$ cat src/rtl/imem_boot_loader.sv
// Boot loader: receives a big-endian length-prefixed byte stream, writes it into
// instruction memory, and releases the core's reset once the image is complete.
module imem_boot_loader #(
    parameter int          IMEM_DEPTH_WORDS = 256,
    parameter logic [31:0] BASE_ADDR        = 32'h0000_0000,
    parameter int          TIMEOUT_CYCLES   = 1000000
) (
    input  logic        clk,
    input  logic        rst_n,
    input  logic        in_valid,
    input  logic [7:0]  in_data,
    output logic        in_ready,
    output logic        imem_wr_en,
    output logic [31:0] imem_wr_addr,
    output logic [31:0] imem_wr_data,
    output logic        cpu_rst_n,
    output logic        load_done,
    output logic        load_err,
    output logic [15:0] words_loaded
);

    localparam logic [31:0] DEPTH_W   = 32'(IMEM_DEPTH_WORDS);
    localparam logic [31:0] TIMEOUT_W = 32'(TIMEOUT_CYCLES);

    typedef enum logic [1:0] {HDR, DATA, DONE, ERR} state_t;

    state_t      state_reg;
    logic [1:0]  byte_idx_reg;
    logic [23:0] shift_reg;
    logic [31:0] word_count_reg;
    logic [31:0] idle_cnt_reg;

    logic        accept;
    logic [31:0] assembled;
    logic [31:0] idle_next;
    logic        idle_active;
    logic        last_word;
    logic [31:0] word_addr;

    assign accept      = in_valid && in_ready;
    assign assembled   = {shift_reg, in_data};
    assign idle_next   = idle_cnt_reg + 32'd1;
    assign idle_active = ((state_reg == HDR) && (byte_idx_reg != 2'd0)) || (state_reg == DATA);
    assign last_word   = ({16'h0000, words_loaded} + 32'd1) == word_count_reg;
    // No wrap: the header check guarantees k < IMEM_DEPTH_WORDS.
    assign word_addr   = BASE_ADDR + {14'h0000, words_loaded, 2'b00};

    always_ff @(posedge clk) begin
        if (!rst_n) begin
            state_reg      <= HDR;
            byte_idx_reg   <= 2'd0;
            shift_reg      <= 24'h0;
            word_count_reg <= 32'h0;
            idle_cnt_reg   <= 32'h0;
            in_ready       <= 1'b0;
            imem_wr_en     <= 1'b0;
            imem_wr_addr   <= BASE_ADDR;
            imem_wr_data   <= 32'h0;
            cpu_rst_n      <= 1'b0;
            load_done      <= 1'b0;
            load_err       <= 1'b0;
            words_loaded   <= 16'h0;
        end else begin
            imem_wr_en <= 1'b0;
            unique case (state_reg)
                HDR, DATA: begin
                    in_ready <= 1'b1;
                    if (accept) begin
                        idle_cnt_reg <= 32'h0;
                        byte_idx_reg <= byte_idx_reg + 2'd1;
                        shift_reg    <= assembled[23:0];
                        if (byte_idx_reg == 2'd3) begin
                            if (state_reg == HDR) begin
                                word_count_reg <= assembled;
                                if (assembled == 32'h0) begin
                                    state_reg <= DONE;
                                    in_ready  <= 1'b0;
                                    load_done <= 1'b1;
                                    cpu_rst_n <= 1'b1;
                                end else if (assembled > DEPTH_W) begin
                                    state_reg <= ERR;
                                    in_ready  <= 1'b0;
                                    load_err  <= 1'b1;
                                end else begin
                                    state_reg <= DATA;
                                end
                            end else begin
                                imem_wr_en   <= 1'b1;
                                imem_wr_data <= assembled;
                                imem_wr_addr <= word_addr;
                                words_loaded <= words_loaded + 16'd1;
                                // Final write and reset release land together.
                                if (last_word) begin
                                    state_reg <= DONE;
                                    in_ready  <= 1'b0;
                                    load_done <= 1'b1;
                                    cpu_rst_n <= 1'b1;
                                end
                            end
                        end
                    end else if (idle_active) begin
                        if (idle_next >= TIMEOUT_W) begin
                            state_reg <= ERR;
                            in_ready  <= 1'b0;
                            load_err  <= 1'b1;
                        end else begin
                            idle_cnt_reg <= idle_next;
                        end
                    end
                end
                DONE: in_ready <= 1'b0;
                ERR:  in_ready <= 1'b0;
                default: state_reg <= ERR;
            endcase
        end
    end

endmodule

$ cat config.mk
export PLATFORM = sky130hd
export DESIGN_NAME = imem_boot_loader
export DESIGN_NICKNAME = d
export VERILOG_FILES = /design/src/rtl/imem_boot_loader.sv
export SDC_FILE = /design/constraint.sdc
export NUM_CORES = 1
export LEC_CHECK = 0
export ABC_AREA = 1
export CORE_MARGIN = 3
export CORE_UTILIZATION = 50
export CTS_CLUSTER_DIAMETER = 100
export DETAILED_ROUTE_END_ITERATION = 7
export PLACE_DENSITY_LB_ADDON = 0.15
export SETUP_SLACK_MARGIN = 0.1
export SLEW_MARGIN = 20
export SYNTH_ARGS = -nofsm -noshare
export SYNTH_HDL_FRONTEND = slang
export SYNTH_SLANG_ARGS = --single-unit
export TNS_END_PERCENT = 1
$ cat constraint.sdc
create_clock -name clk -period 2 [get_ports clk]
set_clock_uncertainty 0.1 [all_clocks]
set_input_delay 0.3 -clock clk [delete_from_list [all_inputs] [get_ports clk]]
set_output_delay 0.3 -clock clk [all_outputs]
set_load 0.01 [all_outputs]
# == Word level (Yosys, flattened, before mapping) ==
# Cells that the tools add are included.
# totals
register_bits,160
inputBits,11
output_inout_bits,85
elab_cells,81
# op_classes
add_sub_neg,4
magnitude_cmp,2
eq_ne,12
muxes,31
bitwise,1
n_reduce_logical,19
# ops
op,n
2-to-1 mux 32 bit,3
"adder 32 x 1 -> 32 bit, second input constant",1
== test 17 x 32 -> 1 bit,1
"greater-or-equal comparator 32 x 20 -> 1 bit, second input constant",1
"greater-than comparator 32 x 9 -> 1 bit, second input constant",1
zero test 32 bit,1
2-to-1 mux 1 bit,19
"adder 16 x 1 -> 17 bit, second input constant",1
"adder 16 x 1 -> 16 bit, second input constant",1
2-to-1 mux 2 bit,8
AND reduction 4 bit,3
AND reduction 5 bit,2
"inequality test 2 x 1 -> 1 bit, second input constant",4
nonzero test 2 bit,4
AND reduction 7 bit,1
"== test 2 bit, second input constant",3
"inequality test 2 bit, second input constant",2
OR reduction 2 bit,2
"inequality test 3 x 1 -> 1 bit, second input constant",1
AND reduction 3 bit,1
"adder 2 x 1 -> 2 bit, second input constant",1
"== test 2 x 1 -> 1 bit, second input constant",1
logical AND 1 bit,2
zero test 2 bit,1
other kinds (4),4

# == Longest topological paths before layout ==
# Gate-level depths: netlist of run 1.
# logic_depth
depth_word,7
mapped_depth,18
depth_no_buf,18

# == Least setup slack after synthesis of run 1 ==
# OpenSTA, ideal clock, no wires.
# synth_timing
path_type,register to register
startpoint,register words_loaded[0]
endpoint,register state_reg[0]
setup_ps,115
t_arrival_ps,2036
t_required_ps,1785
path_slack_ps,-251
stages_incl_launch_ff,17
n_path_buf,0
synth_period_minus_slack_ps,2251
path_cell_list,dfxtp_1 ha_1 nand2_1 nor2_1 nand3_1 nor2_1 nand2_1 nand2_1 nor2_1 a21oi_1 nand3_1 nor2_1 nand3_1 nand2_1 nand3_1 nand2_1 nor2_1
# synth_between
elab_chain_cells,4
# synth_rtl
item,line,rtl
start: declaration,19,output logic [15:0] words_loaded
start signal: assignment,91,words_loaded <= words_loaded + 16'd1;
adder 16 x 1 -> 17 bit,44,"assign last_word = ({16'h0000, words_loaded} + 32'd1) == word_count_reg;"
== test 17 x 32 -> 1 bit,44,
inequality test 3 x 1 -> 1 bit (no source line),--,
AND reduction 5 bit (no source line),--,
end signal: assignment,50,state_reg <= HDR;
end signal: assignment,76,state_reg <= DONE;
end signal: assignment,81,state_reg <= ERR;
end: declaration,27,state_t state_reg;
# Every way passes these cells.
# A chain may end at the register's enable or synchronous reset.

# == Worst setup path in the final report of run 1 ==
# layout_timing
startpoint,register idle_cnt_reg[8]
endpoint,register idle_cnt_reg[10]
# layout_between
elab_chain_cells,4
elab_cells_between_ends,7
classes_between,add/sub: 1; order compare: 1; eq/ne: 1; mux: 3; reduce/logical: 1
# layout_rtl
item,line,rtl
start: declaration,31,logic [31:0] idle_cnt_reg;
start signal: assignment,107,idle_cnt_reg <= idle_next;
adder 32 x 1 -> 32 bit *,42,assign idle_next = idle_cnt_reg + 32'd1;
greater-or-equal comparator 32 x 20 -> 1 bit or 2-to-1 mux 32 bit (tied branches),102,if (idle_next >= TIMEOUT_W) begin
inequality test 2 bit (no source line) or 2-to-1 mux 32 bit (tied branches),--,
AND reduction 3 bit (no source line) or 2-to-1 mux 32 bit (tied branches),--,
# Mark *: on every way between the ends. The rest lies on a longest branch, timed or not. The select of a mux whose other input is x is not followed.

==> results of run 1 <==
[cell usage after synthesis, types with 2 or more instances]
library cell    n
inv_1          83
buf_6           2
nand2_2        11
a21oi_2         7
inv_2           3
nor2_4          6
o21ai_0       127
a21oi_1        67
xnor2_1         9
nor3_1         11
nor2_1        239
nand3_1        50
ha_1            4
nand3b_1        4
dfxtp_1       160
nand3_2         2
buf_4          17
o21bai_1        4
nor3_2         11
buf_2           2
nand2_1       182
xor2_1          9
nor2_2          8
nand4_1        13
nor4_1          2
clkbuf_1       38
[critical path, cell delays in order, from the launching register on]
cell and delay (ps):
dfxtp_1 390, nand2_1 170, nor2_4 220, buf_4 130
nand4_1 130, xnor2_1 260, nand2_1 90, nor3_2 120
nand2_2 100, nand3_4 130, nand2_8 110, inv_12 130
nand2_1 50, a21oi_1 140
[power by group]
group / switching (mW) / internal, mW
registers: 0.0645 / 3.24
logic: 0.346 / 0.206
clock network: 1.38 / 1.64
[repair_timing]
item / 4_1_cts / 5_1_grt
gates cloned: 0 / 0
gates resized for setup: 26 / 27
pin swaps: 12 / 8
endpoints found under the setup margin: 41 / 116
setup buffers: 6 / 0
[layer usage]
layer	wire [um]	vias to the layer above	track usage, %
li1	-	3886	-
met1	9430	3563	33.8
met2	10500	174	44.6
met3	1020	21	5.11
met4	310	0	6.36
met5	0	-	0
[kinds of logic after synthesis]
kind of cell	share of synthesized area, %
adders and majority gates	0.660
and+or+nand+nor	31.3
AOI/OAI and AO/OA	14.3
xor gates and xnor gates	2.08
buffers and inverters	9.37
DFF	42.2
other	0.0495
[final timing paths]
kind	startpoint	endpoint	slack (ps)	cells after the start
min	rst_n	idle_cnt_reg[5]	220	5
min reg2reg	word_count_reg[29]	word_count_reg[29]	360	2
max reg2reg	idle_cnt_reg[8]	idle_cnt_reg[10]	-380	13
max	idle_cnt_reg[8]	idle_cnt_reg[10]	-380	13
[cell type report]
| type | count | area (um2) | area share (%) |
|---|---|---|---|
| clock buffers | 19 | 443 | 4.31 |
| clock inverters | 13 | 104 | 1.01 |
| inverters | 88 | 345 | 3.36 |
| multi-input cells | 790 | 3870 | 37.7 |
| flip-flops and latches | 160 | 3220 | 31.3 |
| well taps | 184 | 230 | 2.24 |
| repair buffers | 239 | 2070 | 20.1 |
[stage by stage]
stage	setup TNS (ps)	hold slack (ps)	power (mW)	instance area, um2
6_report	-12100	217	6.88	10300
5_1_grt	-17970	256	7.10	10300
4_1_cts	-11140	208	6.91	10200
3_5_place_dp	-32590	347	3.90	9550
3_3_place_gp	-30420	338	3.89	9550
2_1_floorplan	-5240	329	3.73	7670
==> flow_summary.toml, run 1 <==
[run_status]
status = "complete, but fails checks"
violations = "negative setup slack"

[cells_and_area]
fin_util_pct = 70.0
fillCellCount = 1249
nets = 1311
layout_common_cells = "226 x nor2_1, 179 x nand2_1, 154 x buf_4"
final_cells = 1493
layout_commonest_cell = "nor2_1"
syn_to_final_growth_pct = 35.6
diodes = 0
drive_gt1_share_pct = 21.4

[synthesis]
ys_seq_elements = 160
yosys.cell_types.count = 43
ys_warn_count = 0
syn_avg_cell_area_um2 = 6.97
seq_area_frac_synth_pct = 42.2
synthArstFlopShare_pct = 0
ys.flop_type = "dfxtp_1"
synthTopCellsByArea = "dfxtp_1 42%, nor2_1 12%, nand2_1 9.0%"
synth_edf_count = 0
synth_area_um2 = 7580
yosys.area.top_type_share_pct = 42.2
yosys.area.top_type = "dfxtp_1"
synth_cells = 1088

[sta]
slew_viol_final = 0
rsz0062_at_grt = "true"
fin_ws_ps = -380
layout_min_cycle_time_ps = 2380
hold_viol = 0
finalSetupViolCount = 37
timing.final.crit_share_pct = 119
max_freq_ghz = 0.420

[setup_path]
critPathRequiredTime_ps = 2250
cp_max_fo = 16
endpoint_kind = "flop"
arrival_ps = 2630
critical_path_class = "flop to flop"
crit_path_start_kind = "flop"

[global_route]
grt_pass1_vias = 7271
grt_overflow_total = 0
grt_first_pass_wirelength_um = 35000
grt_antenna_before_repair = 0
grt_max_degree = 56
grt_use_total_pct = 26.0

[place]
gp_congestion = 0.899
post-place-ws_ps = -506
io_buffers = 79
dpl.hpwl_um = 15400
dp_cells = 1455

[clock_tree]
ctsHtreeMaxLevel = 4
clk_pin_slew_ps = 60
clkSinkCount = 160
cts_inserted_buffers = 17
clockBufferDepth = 2
clk_latency_ps = 420
cts_hold_buf = 0
cts_tree = "yes"
cts-root-buf = "clkbuf_16"

[power]
vdd_drop_max_mv = 0.710
power.density_nw_per_um2 = 669
leakage_nw = 4.55

[drt]
drc = 0
drt_iter0_markers = 476
wl_per_cell_um = 14.3
firstDrtPassIters = 6
wirelength_um = 21300
routed-via-count = 7644
antenna_left = 0
viasPerCell = 5.12

[floorplanning]
pin_count = 96
chipHeight_um = 129
die_w_um = 129
core_area_um2 = 14700
dieArea_um2 = 16700
num_rows = 44
initial_core_util_pct = 51.6

[run]
drv_cap = 0

[min_path]
hp-class = "input pin to flop"
No activity file was read; power rests on OpenSTA's default activity.
==> inputs of run 2 (changes only) <==
--- a/config.mk
+++ b/config.mk
@@ -5,11 +5,11 @@
 export SDC_FILE = /design/constraint.sdc
 export NUM_CORES = 1
 export LEC_CHECK = 0
-export ABC_AREA = 1
 export CORE_MARGIN = 3
-export CORE_UTILIZATION = 50
+export CORE_UTILIZATION = 51
 export CTS_CLUSTER_DIAMETER = 100
 export DETAILED_ROUTE_END_ITERATION = 7
+export HOLD_SLACK_MARGIN = 0.06
 export PLACE_DENSITY_LB_ADDON = 0.15
 export SETUP_SLACK_MARGIN = 0.1
 export SLEW_MARGIN = 20
==> run 2 against run 1 <==
Compared with the run above: the flow still finishes with violations (negative setup slack); total power is 0.84% lower; hold slack got worse by 18 ps; sequential cell count did not move; maximum frequency is 13% lower; register-to-register slack worse by 360 ps; final cell count shrank 6.7%; sequential power down 3%; area after synthesis rose by 3.2%; combinational power fell by 36%; sequential share of layout area is 1.5 points lower; critical path type unchanged.
==> flow_summary.toml, run 2 <==
[run_status]
status = "complete, but fails checks"
violations = "negative setup slack"

[synthesis]
ys.flop_type = "dfxtp_1"
yosys.cell_types.count = 76
seq_area_frac_synth_pct = 40.9
yosys.area.top_type_share_pct = 40.9
synthArstFlopShare_pct = 0
synth_cells = 966
syn_avg_cell_area_um2 = 8.10
synth.most_common_cell = "nand2_1"
yosys.area.top_type = "dfxtp_1"
synthTopCellsByArea = "dfxtp_1 41%, nand2_1 12%, a21boi_0 10%"
ys_seq_elements = 160
synth_area_um2 = 7820
synth_common_cells = "243 x nand2_1, 160 x dfxtp_1, 109 x a21boi_0, 49 x clkbuf_1, 31 x and2_1"
ys_warn_count = 0
synth_edf_count = 0

[drt]
wirelength_um = 21700
routed-via-count = 7605
drc = 0
drt_iter0_markers = 445
antenna_left = 0
wl_per_cell_um = 15.6
firstDrtPassIters = 5
viasPerCell = 5.46

[sta]
layout_min_cycle_time_ps = 2740
finalSetupViolCount = 37
fin_ws_ps = -742
timing.final.crit_share_pct = 137
holdWs_ps = 199
slew_headroom_pct = 48.5
rsz0062_at_grt = "true"
hold_viol = 0
tightest_slew_ps = 772
max_freq_ghz = 0.365
slew_viol_final = 0

[global_route]
grt_max_degree = 97
grt_antenna_before_repair = 0
grt_use_total_pct = 25.7
grt_first_pass_wirelength_um = 35100
grt_overflow_total = 0
grt_pass1_vias = 7208

[floorplanning]
num_rows = 44
initial_core_util_pct = 53.0
pin_count = 96
core_area_um2 = 14800
die_w_um = 130
chipHeight_um = 130
dieArea_um2 = 16900

[place]
io_buffers = 79
gp_congestion = 0.881
dp_cells = 1346
postPlaceCellArea_um2 = 9990
dpl.hpwl_um = 14800

[power]
p_seq_share_pct = 47.1
power.density_nw_per_um2 = 625
p_int_mw = 5.17
clkPwrFrac_pct = 47.7
p_comb_share_pct = 5.2
swShare_pct = 24.2
switching_power_mw = 1.65
leakage_nw = 4.27
vdd_drop_max_mv = 0.615
finalPower_mw = 6.82

[cells_and_area]
drive_gt1_share_pct = 25.6
diodes = 0
final_cells = 1393
layout_common_cells = "242 x nand2_1, 194 x buf_4, 135 x dfxtp_1"
syn_to_final_growth_pct = 39.5
layout_commonest_cell = "nand2_1"
fillCellCount = 1150
nets = 1211
fin_util_pct = 74.0
final_cell_area_um2 = 10900
multi_input_area_um2 = 4390
ff_latch_area_um2 = 3250

[setup_path]
cp_max_fo = 6
rr_startpoint = "idle_cnt_reg[4]"
endpoint_kind = "flop"
crit_path_start_kind = "flop"
arrival_ps = 3010
cp-startpoint = "idle_cnt_reg[4]"
critical_path_class = "flop to flop"
critPathRequiredTime_ps = 2270

[clock_tree]
cts_hold_buf = 0
clkSinkCount = 160
clk_pin_slew_ps = 70
cts_tree = "yes"
cts_inserted_buffers = 17
ctsHtreeMaxLevel = 4
clk_latency_ps = 430
clockBufferDepth = 2
cts-root-buf = "clkbuf_16"

[run]
drv_cap = 0

[min_path]
hp-class = "input pin to flop"
min_from = "rst_n"
-- run 2: changes by cell type after synthesis, moves of 11 or more --
cell / before / now
nor3_1: 11 / 23
nor2_1: 239 / 30
a21oi_1: 67 / 9
nor4_1: 2 / 23
nor3_2: 11 / 0
xnor2_1: 9 / 21
nand2_1: 182 / 243
nand3_1: 50 / 25
o21ai_0: 127 / 20
inv_1: 83 / 18
a21boi_0: 0 / 109
and2_1: 1 / 31
nand2_2: 11 / 0
clkbuf_1: 38 / 49
-- run 2: layer usage --
metal / global-route usage (%) / vias up / share of wire, %
met4: 7.76 / 0 / 2.2
met1: 35.2 / 3576 / 47
met5: 0 / - / 0
li1: - / 3768 / -
met3: 5.36 / 38 / 4.8
met2: 41.2 / 223 / 46
-- run 2: worst paths after layout --
check,cells past startpoint,end,slack (ps)
worst max-delay path,10,idle_cnt_reg[2],-740
worst min-delay path,3,byte_idx_reg[0],200
worst max register to register,10,idle_cnt_reg[2],-740
worst min register to register,2,imem_wr_addr[12],360
-- run 2: final cells by class --
| type | count | share of cell area [%] |
|---|---|---|
| Clock buffer | 19 | 4.06 |
| Clock inverter | 13 | 1.30 |
| Inverter | 18 | 0.619 |
| Multi-Input combinational cell | 719 | 40.2 |
| Sequential cell | 160 | 29.8 |
| Tap cell | 184 | 2.11 |
| Timing Repair Buffer | 280 | 21.9 |
-- run 2: power by group through the flow --
stage                     sequential, mW  combinational, mW  clock, mW
final                               3.21              0.356       3.25
after global routing                3.21              0.388       3.42
after CTS                           3.21              0.329       3.30
after detailed placement            3.29              0.317          0
after global placement              3.29              0.316          0
after floorplan                     3.29              0.208          0
-- run 2: critical path, stage by stage (launching register included) --
cell and delay (ps):
dfxtp_2 410, nand4_1 190, or2_0 380, nor3_1 290
xnor2_1 170, a211oi_2 90, buf_4 160, nor4_4 370
buf_6 180, mux2_4 300, nand2_2 50
-- run 2: stage by stage --
stage	TNS [ps]	setup WS [ps]
2_1_floorplan	-18570	-511
3_3_place_gp	-34240	-682
3_5_place_dp	-37780	-782
4_1_cts	-21530	-652
5_1_grt	-29050	-874
6_report	-23790	-742
-- run 2: cells by family (layout without fill, tap and decap cells) --
| kind of cell | after synthesis | in the layout | share of synthesized area [%] |
|---|---|---|---|
| mux | 5 | 5 | 0.688 |
| compound gates | 205 | 205 | 19.5 |
| other cells | 1 | 16 | 0.0479 |
| flops | 160 | 160 | 40.9 |
| simple gates | 456 | 456 | 28.2 |
| buf+inv | 102 | 330 | 6.25 |
| fa+ha+maj | 4 | 4 | 0.640 |
| xor+xnor | 33 | 33 | 3.69 |
-- run 2: timing repair --
action	in CTS	in global routing
pin swaps	20	19
endpoints found under the setup margin	46	63
buffers inserted	5	9
cloned	1	0
gates resized for setup	44	25
==> inputs of run 3 (changes only) <==
--- a/config.mk
+++ b/config.mk
@@ -11,6 +11,7 @@
 export DETAILED_ROUTE_END_ITERATION = 7
 export HOLD_SLACK_MARGIN = 0.06
 export PLACE_DENSITY_LB_ADDON = 0.15
+export REMOVE_ABC_BUFFERS = 1
 export SETUP_SLACK_MARGIN = 0.1
 export SLEW_MARGIN = 20
 export SYNTH_ARGS = -nofsm -noshare
==> run 3 against run 2 <==
Compared with the run above: largest cell class unchanged; via count down 0.32%; sequential cell count did not move; register-to-register slack improved by 20 ps; final cell count down 0.79%; core utilization fell by 0.068 points; maximum frequency is 0.60% higher; hold slack improved by 26 ps; the flow still finishes with violations (negative setup slack); highest routed layer unchanged; largest power group unchanged.
==> flow_summary.toml, run 3 (synthesized netlist as in run 2, its figures left out) <==
[sta]
rsz0062_at_grt = "true"
hold_viol = 0
tightest_slew_ps = 818
max_freq_ghz = 0.367
finalSetupViolCount = 37
slew_headroom_pct = 45.5
fin_ws_ps = -725
layout_min_cycle_time_ps = 2730
timing.final.crit_share_pct = 136
slew_viol_final = 0

[drt]
antenna_left = 0
routedLengthMet1_um = 10000
drt_iter0_markers = 613
routed-via-count = 7581
topRoutingLayerUsed = "met4"
wl_met3_um = 1160
wl_met2_um = 10100
firstDrtPassIters = 5
wl_per_cell_um = 15.7
viasPerCell = 5.49
wirelength_um = 21700
drc = 0

[place]
io_buffers = 79
post-place-ws_ps = -829
dpl.hpwl_um = 15000
gp_congestion = 0.926
dp_cells = 1339

[setup_path]
critPathRequiredTime_ps = 2210
critical_path_class = "flop to flop"
arrival_ps = 2940
crit_path_start_kind = "flop"
endpoint_kind = "flop"
cp_max_fo = 5

[clock_tree]
clk_latency_ps = 430
clockBufferDepth = 2
clkSinkCount = 160
cts_inserted_buffers = 17
cts-root-buf = "clkbuf_16"
clk_pin_slew_ps = 60
cts_hold_buf = 0
cts_tree = "yes"
ctsHtreeMaxLevel = 4

[floorplanning]
num_rows = 44
core_area_um2 = 14800
initial_core_util_pct = 53.0
dieArea_um2 = 16900
chipHeight_um = 130
die_w_um = 130
pin_count = 96

[cells_and_area]
fin_util_pct = 73.9
fillCellCount = 1119
drive_gt1_share_pct = 26.1
syn_to_final_growth_pct = 39.3
layout_common_cells = "242 x nand2_1, 182 x buf_4, 139 x dfxtp_1"
nets = 1200
layout_commonest_cell = "nand2_1"
final_cells = 1382
diodes = 0

[global_route]
grt_overflow_total = 0
grt_use_total_pct = 26.2
grt_max_degree = 103
grt_first_pass_wirelength_um = 35900
grt_antenna_before_repair = 0
grt_pass1_vias = 7288

[power]
swShare_pct = 23.3
p_int_mw = 5.27
clkPwrFrac_pct = 47.9
p_seq_share_pct = 46.8
leakage_nw = 4.23
power.density_nw_per_um2 = 630
p_comb_share_pct = 5.3
switching_power_mw = 1.60
vdd_drop_max_mv = 0.632

[run]
drv_cap = 0

[run_status]
violations = "negative setup slack"
status = "complete, but fails checks"

[min_path]
hp-class = "input pin to flop"
run 3: path summary, 6_finish.rpt:
path / startpoint / endpoint / slack [ps] / depth (start not counted)
worst min register to register: imem_wr_addr[7] / imem_wr_addr[7] / 370 / 2
worst max register to register: idle_cnt_reg[9] / idle_cnt_reg[15] / -730 / 12
worst min-delay path: rst_n / state_reg[1] / 230 / 3
worst max-delay path: idle_cnt_reg[9] / idle_cnt_reg[15] / -730 / 12
run 3: layout make-up:
class                   instances  area, um2  area share (%)
multi-input cells             719       4480            41.1
flip-flops and latches        160       3240            29.7
repair buffers                269       2290            21.0
clock buffers                  20        447            4.10
well taps                     184        230            2.11
clock inverters                12        148            1.35
inverters                      18       67.6           0.620
run 3: worst max-delay path, cell delays in order, from the launching register on:
cell      delay (ps)
dfxtp_1          380
nand3_1          210
buf_4            230
nor3_2           230
nand4b_1         150
xor2_1           170
o211ai_1         160
buf_4            180
nor4_4           280
buf_6            180
buf_6            100
o21ai_2           40
a32o_1           190
run 3: power by group through the flow:
stage | registers [mW] | clock network, mW | logic (mW)
after floorplan | 3.29 | 0 | 0.141
after global placement | 3.29 | 0 | 0.317
after detailed placement | 3.29 | 0 | 0.319
after CTS | 3.22 | 3.34 | 0.357
after global routing | 3.22 | 3.48 | 0.395
final | 3.21 | 3.29 | 0.364
run 3: per-stage QoR:
stage	cell area [um2]	setup TNS [ps]	total power [mW]	hold slack, ps
after floorplan	7460	-117280	3.43	322
after global placement	9870	-35590	3.61	350
after detailed placement	9870	-36450	3.61	359
after CTS	10800	-21780	6.91	215
after global routing	10900	-28840	7.09	222
final	10900	-23050	6.87	226
run 3: what timing repair did:
action	4_1_cts	5_1_grt
endpoints found under the hold margin	0	0
resized for setup	79	34
pin swaps	28	19
gates cloned	1	0
setup buffers	8	2
setup endpoints to repair	49	59
run 3: layer usage:
metal | vias to the layer above | track usage, %
met3 | 34 | 5.73
met2 | 221 | 41.8
met1 | 3559 | 35.8
met5 | - | 0
met4 | 0 | 8.19
li1 | 3767 | -
